`src/rtl/ifetch_queue.sv`:
```
// ifetch_queue: fetch stage that owns the fetch PC, issues in-order imem
// requests and buffers {pc, instr} pairs for decode in a DEPTH-entry queue.
// A redirect retargets fetch, flushes the queue and discards in-flight data.
module ifetch_queue #(
  parameter int unsigned DEPTH    = 4,
  parameter logic [31:0] RESET_PC = 32'h0000_0000
) (
  input  logic        clk,
  input  logic        reset,
  input  logic        redirect,
  input  logic [31:0] redirect_pc,
  output logic        imem_req_valid,
  input  logic        imem_req_ready,
  output logic [31:0] imem_req_addr,
  input  logic        imem_rsp_valid,
  input  logic [31:0] imem_rsp_data,
  output logic        if_valid,
  input  logic        if_ready,
  output logic [31:0] if_pc,
  output logic [31:0] if_instr
);

  localparam int unsigned PW = $clog2(DEPTH);
  localparam int unsigned CW = PW + 1;

  logic [31:0]    fetch_pc;
  logic [31:0]    slot_pc    [DEPTH];
  logic [31:0]    slot_instr [DEPTH];
  logic [DEPTH-1:0] slot_filled;
  logic [PW-1:0]  alloc_ptr;
  logic [PW-1:0]  fill_ptr;
  logic [PW-1:0]  head_ptr;
  logic [CW-1:0]  outstanding;
  logic [CW-1:0]  drop_cnt;
  logic [CW-1:0]  used;

  logic           issue;
  logic           pop;
  logic           rsp_drop;
  logic           rsp_fill;
  logic [CW-1:0]  redirect_drop;

  assign imem_req_addr = fetch_pc;
  assign if_valid      = slot_filled[head_ptr];
  assign if_pc         = slot_pc[head_ptr];
  assign if_instr      = slot_instr[head_ptr];

  // Handshake qualification and the drop count a redirect leaves behind.
  always_comb begin
    imem_req_valid = !reset && !redirect && (used < CW'(DEPTH));
    issue          = imem_req_valid && imem_req_ready;
    pop            = if_valid && if_ready && !redirect;
    rsp_drop       = imem_rsp_valid && (drop_cnt != '0);
    rsp_fill       = imem_rsp_valid && (drop_cnt == '0) && (outstanding != '0);
    // Everything in flight becomes garbage; a response landing in the
    // redirect cycle is one of those and is consumed right here.
    redirect_drop  = drop_cnt + outstanding
                   - CW'(imem_rsp_valid && ((drop_cnt != '0) || (outstanding != '0)));
  end

  // Fetch PC, queue slots, pointers and in-flight bookkeeping.
  always_ff @(posedge clk or posedge reset) begin
    if (reset) begin
      fetch_pc    <= RESET_PC;
      slot_filled <= '0;
      for (int unsigned i = 0; i < DEPTH; i++) begin
        slot_pc[i]    <= '0;
        slot_instr[i] <= '0;
      end
      alloc_ptr   <= '0;
      fill_ptr    <= '0;
      head_ptr    <= '0;
      outstanding <= '0;
      drop_cnt    <= '0;
      used        <= '0;
    end else if (redirect) begin
      fetch_pc    <= redirect_pc;
      slot_filled <= '0;
      alloc_ptr   <= '0;
      fill_ptr    <= '0;
      head_ptr    <= '0;
      outstanding <= '0;
      drop_cnt    <= redirect_drop;
      used        <= '0;
    end else begin
      if (issue) begin
        slot_pc[alloc_ptr]     <= fetch_pc;
        slot_filled[alloc_ptr] <= 1'b0;
        alloc_ptr              <= alloc_ptr + PW'(1);
        fetch_pc               <= fetch_pc + 32'd4;
      end
      if (rsp_drop) begin
        drop_cnt <= drop_cnt - CW'(1);
      end
      // Fill, alloc and head slots never coincide: fill targets an
      // allocated-but-empty slot, alloc a free one, head a filled one.
      if (rsp_fill) begin
        slot_instr[fill_ptr]  <= imem_rsp_data;
        slot_filled[fill_ptr] <= 1'b1;
        fill_ptr              <= fill_ptr + PW'(1);
      end
      if (pop) begin
        slot_filled[head_ptr] <= 1'b0;
        head_ptr              <= head_ptr + PW'(1);
      end
      outstanding <= outstanding + CW'(issue) - CW'(rsp_fill);
      used        <= used + CW'(issue) - CW'(pop);
    end
  end

endmodule

```
`config.mk`:
```
export PLATFORM = sky130hd
export DESIGN_NAME = ifetch_queue
export DESIGN_NICKNAME = d
export VERILOG_FILES = /design/src/rtl/ifetch_queue.sv
export SDC_FILE = /design/constraint.sdc
export NUM_CORES = 1
export LEC_CHECK = 0
export BUFFER_PORTS_ARGS = -buffer_cell sky130_fd_sc_hd__buf_2
export CORE_ASPECT_RATIO = 0.8
export CORE_MARGIN = 5
export CORE_UTILIZATION = 25
export CTS_CLUSTER_DIAMETER = 30
export CTS_CLUSTER_SIZE = 24
export DETAILED_ROUTE_END_ITERATION = 12
export PLACE_DENSITY = 0.46
export SETUP_SLACK_MARGIN = 0.15
export SYNTH_ARGS = -nofsm -noshare
export SYNTH_HDL_FRONTEND = slang
export SYNTH_SLANG_ARGS = --single-unit
export TNS_END_PERCENT = 50
```
`constraint.sdc`:
```
create_clock -name clk -period 10.4 [get_ports clk]
set_input_delay 0.52 -clock clk [delete_from_list [all_inputs] [get_ports clk]]
set_output_delay 0.52 -clock clk [all_outputs]
set_load 0.02 [all_outputs]
```
==> impl_metrics.tcl <==
set metrics [dict create \
    status "finished, final reports clean" \
    required_ns 9.88 \
    htree_levels 3 \
    ys_seq_elements 307 \
    tritoncts "built" \
    globalplace.congestion 0.717 \
    cts_sinks 307 \
    syn_inst 979 \
    hold_buffers 0 \
    drtAntennaViolNets 0 \
    clockBufferDepth 3 \
    hold_violations 0 \
    die_x_um 277 \
    cpPeakStageDelay_ns 0.91 \
    crit_chain "buf_4 > mux4_2 > buf_2" \
    critPathLaunchType "flop" \
    fin_crit_sh 0.352 \
    cts_buffers 82 \
    final_cell_mix "305 x dfrtp_1, 245 x mux2_2, 167 x buf_2" \
    syn_to_final_growth_pct 31.3 \
    track_usage 0.126 \
    finalPower_mw 4.84 \
    initial_core_util 0.252 \
    synth_nets 1073 \
    worst_skew_pair.late_latency_ns 0.59 \
    path_max_fanout 38 \
    antenna_found_initial 3 \
    ios 168 \
    hpwl_um 24400 \
    rows 78 \
    final_common_cell "dfrtp_1" \
    ys.warnings.count 0 \
    drtIter0Drc 367 \
    drive_gt1_frac 0.525 \
    r2r_cells 10 \
    via_per_inst 4.54 \
    port_buffers 167 \
    fin_crit_ns 3.66 \
    syn-cell-area_sq_mm 0.0142 \
    stdcell_count 2000 \
    grt_pass1_wl_um 61100 \
    wl_per_cell_um 19.6 \
    rr_startpoint "head_ptr[0]" \
    postPlaceCellArea_sq_mm 0.0158 \
    max_slew_margin 0.248 \
    cts-resized-gates 0 \
    setup_ws_ns 6.74 \
    finalMaxSlewViolations 0 \
    overflow 0 \
    yosysUniqueCellTypes 60 \
    async_flop_share 1.00 \
    dp.cells 1857 \
    startpoint "head_ptr[0]" \
    arrival_ns 3.14 \
    routed_wl_um 39100 \
    post-place-ws_ns 7.06 \
    syn_avg_cell_area_sq_um 14.5 \
    rsz0062_at_grt "no" \
    cpMaxStageDelayCell "dfrtp_4" \
    clock_skew_ns 0.0267 \
    synthFlopType "dfrtp_1" \
    cap_violations 0 \
    cts_root_buf "clkbuf_16" \
    fin_tns_setup_ns 0 \
    ir_drop_uv 136 \
    die_y_um 223 \
    die_area_sq_mm 0.0618 \
    nNetsFinal 1275 \
    powerDensity_mw_per_mm2 260 \
    hp-class "in -> async" \
    post_cts_buffers 0 \
    leakage_nw 8.60 \
    core_sq_mm 0.0565 \
    worstSetupPathType "reg -> out" \
    drc_errors 0 \
    grt_start_max_net_pins 108 \
    clk_pin_slew_ns 0.04 \
    final_area_sq_mm 0.0187 \
    max_freq_mhz 273 \
    endpoint_kind "output pin" \
    grt_pass1_vias 10100 \
    finalSetupViolCount 0 \
    synth_edf_count 0 \
    num_vias 9085 \
    dr.pass1.iters 4 \
    yosysSeqAreaShare 0.540 \
    max_slew.worst_pin.slew_ns 1.12 \
]
==> worst max-delay path, delay by kind of cell, from the launching register on <==
kind     cells  cell delay [ns]
mux          1             0.66
buf+inv      2             0.98
flops        1             0.91
==> through the flow <==
step	hold slack (ns)	util
finish	0.124	0.330
global route	0.121	0.330
CTS	0.0945	0.330
detailed placement	0.465	0.280
global placement	0.457	0.280
floorplan	0.445	-
==> logic make-up after synthesis <==
family,synth area share
flops,0.540
mux,0.299
xor+xnor,0.0136
buf+inv,0.0318
compound gates,0.0327
simple gates,0.0603
fa+ha+maj,0.0227
==> worst paths after layout <==
kind                                endpoint  slack [ns]
max                                if_pc[31]        6.74
min                           outstanding[2]        0.12
max reg2reg                          used[2]        7.20
min reg2reg                      slot_pc[62]        0.47
max in group asynchronous     slot_instr[40]        7.88
min in group clk           imem_req_addr[12]        0.14
==> power breakdown <==
part           leakage (nW)  internal, mW  switching [mW]
clock                  1.39          1.84           0.733
sequential             4.08          1.39           0.122
combinational          3.13         0.365           0.398
==> synth_stat cells (3+ instances only) <==
library cell	instances	area [sq um]
nor4b_2	4	60.1
clkbuf_8	7	96.3
xor2_1	6	52.6
o41ai_1	3	26.3
a31oi_1	10	62.6
o31ai_1	3	22.5
fa_1	3	60.1
a21oi_1	7	35.0
dfrtp_1	307	7680
or4_1	8	60.1
inv_1	22	82.6
ha_1	21	263
o311ai_0	4	35.0
buf_6	3	33.8
o31a_1	4	35.0
or3_2	3	22.5
nor4_1	4	25.0
clkbuf_1	29	109
nor2_1	16	60.1
o21ai_0	33	165
mux2_2	245	2760
nand4_1	8	50.1
nand3_1	14	70.1
nand2_1	62	233
o311ai_1	3	26.3
mux4_2	65	1460
nand2b_1	4	25.0
nor2b_1	4	25.0
buf_2	18	90.1
and3_1	3	18.8
xnor2_1	16	140
buf_1	3	11.3
o211ai_1	3	22.5
==> metal layers <==
layer	vias to the layer above	global-route usage	share of wire
met5	-	0	0.00033
met4	2	0.0428	0.025
met3	79	0.0399	0.055
met2	197	0.194	0.46
met1	4762	0.170	0.46
li1	4045	-	-
==> final cells by class <==
class	instances	area [sq um]
Tap cell	760	951
Antenna cell	1	2.50
Timing Repair Buffer	182	948
Multi-Input combinational cell	585	6140
Sequential cell	307	7690
Clock buffer	106	2270
Clock inverter	36	564
Fill cell	5554	37800
Inverter	23	93.8
==> registers in the layout, summed over array words and instances, names as in the netlist <==
register       cells
drop_cnt           3
slot_filled        4
outstanding        3
alloc_ptr          2
slot_pc          128
slot_instr       128
fill_ptr           2
imem_req_addr     32
head_ptr           2
used               3
No activity file was read; power rests on OpenSTA's default activity.
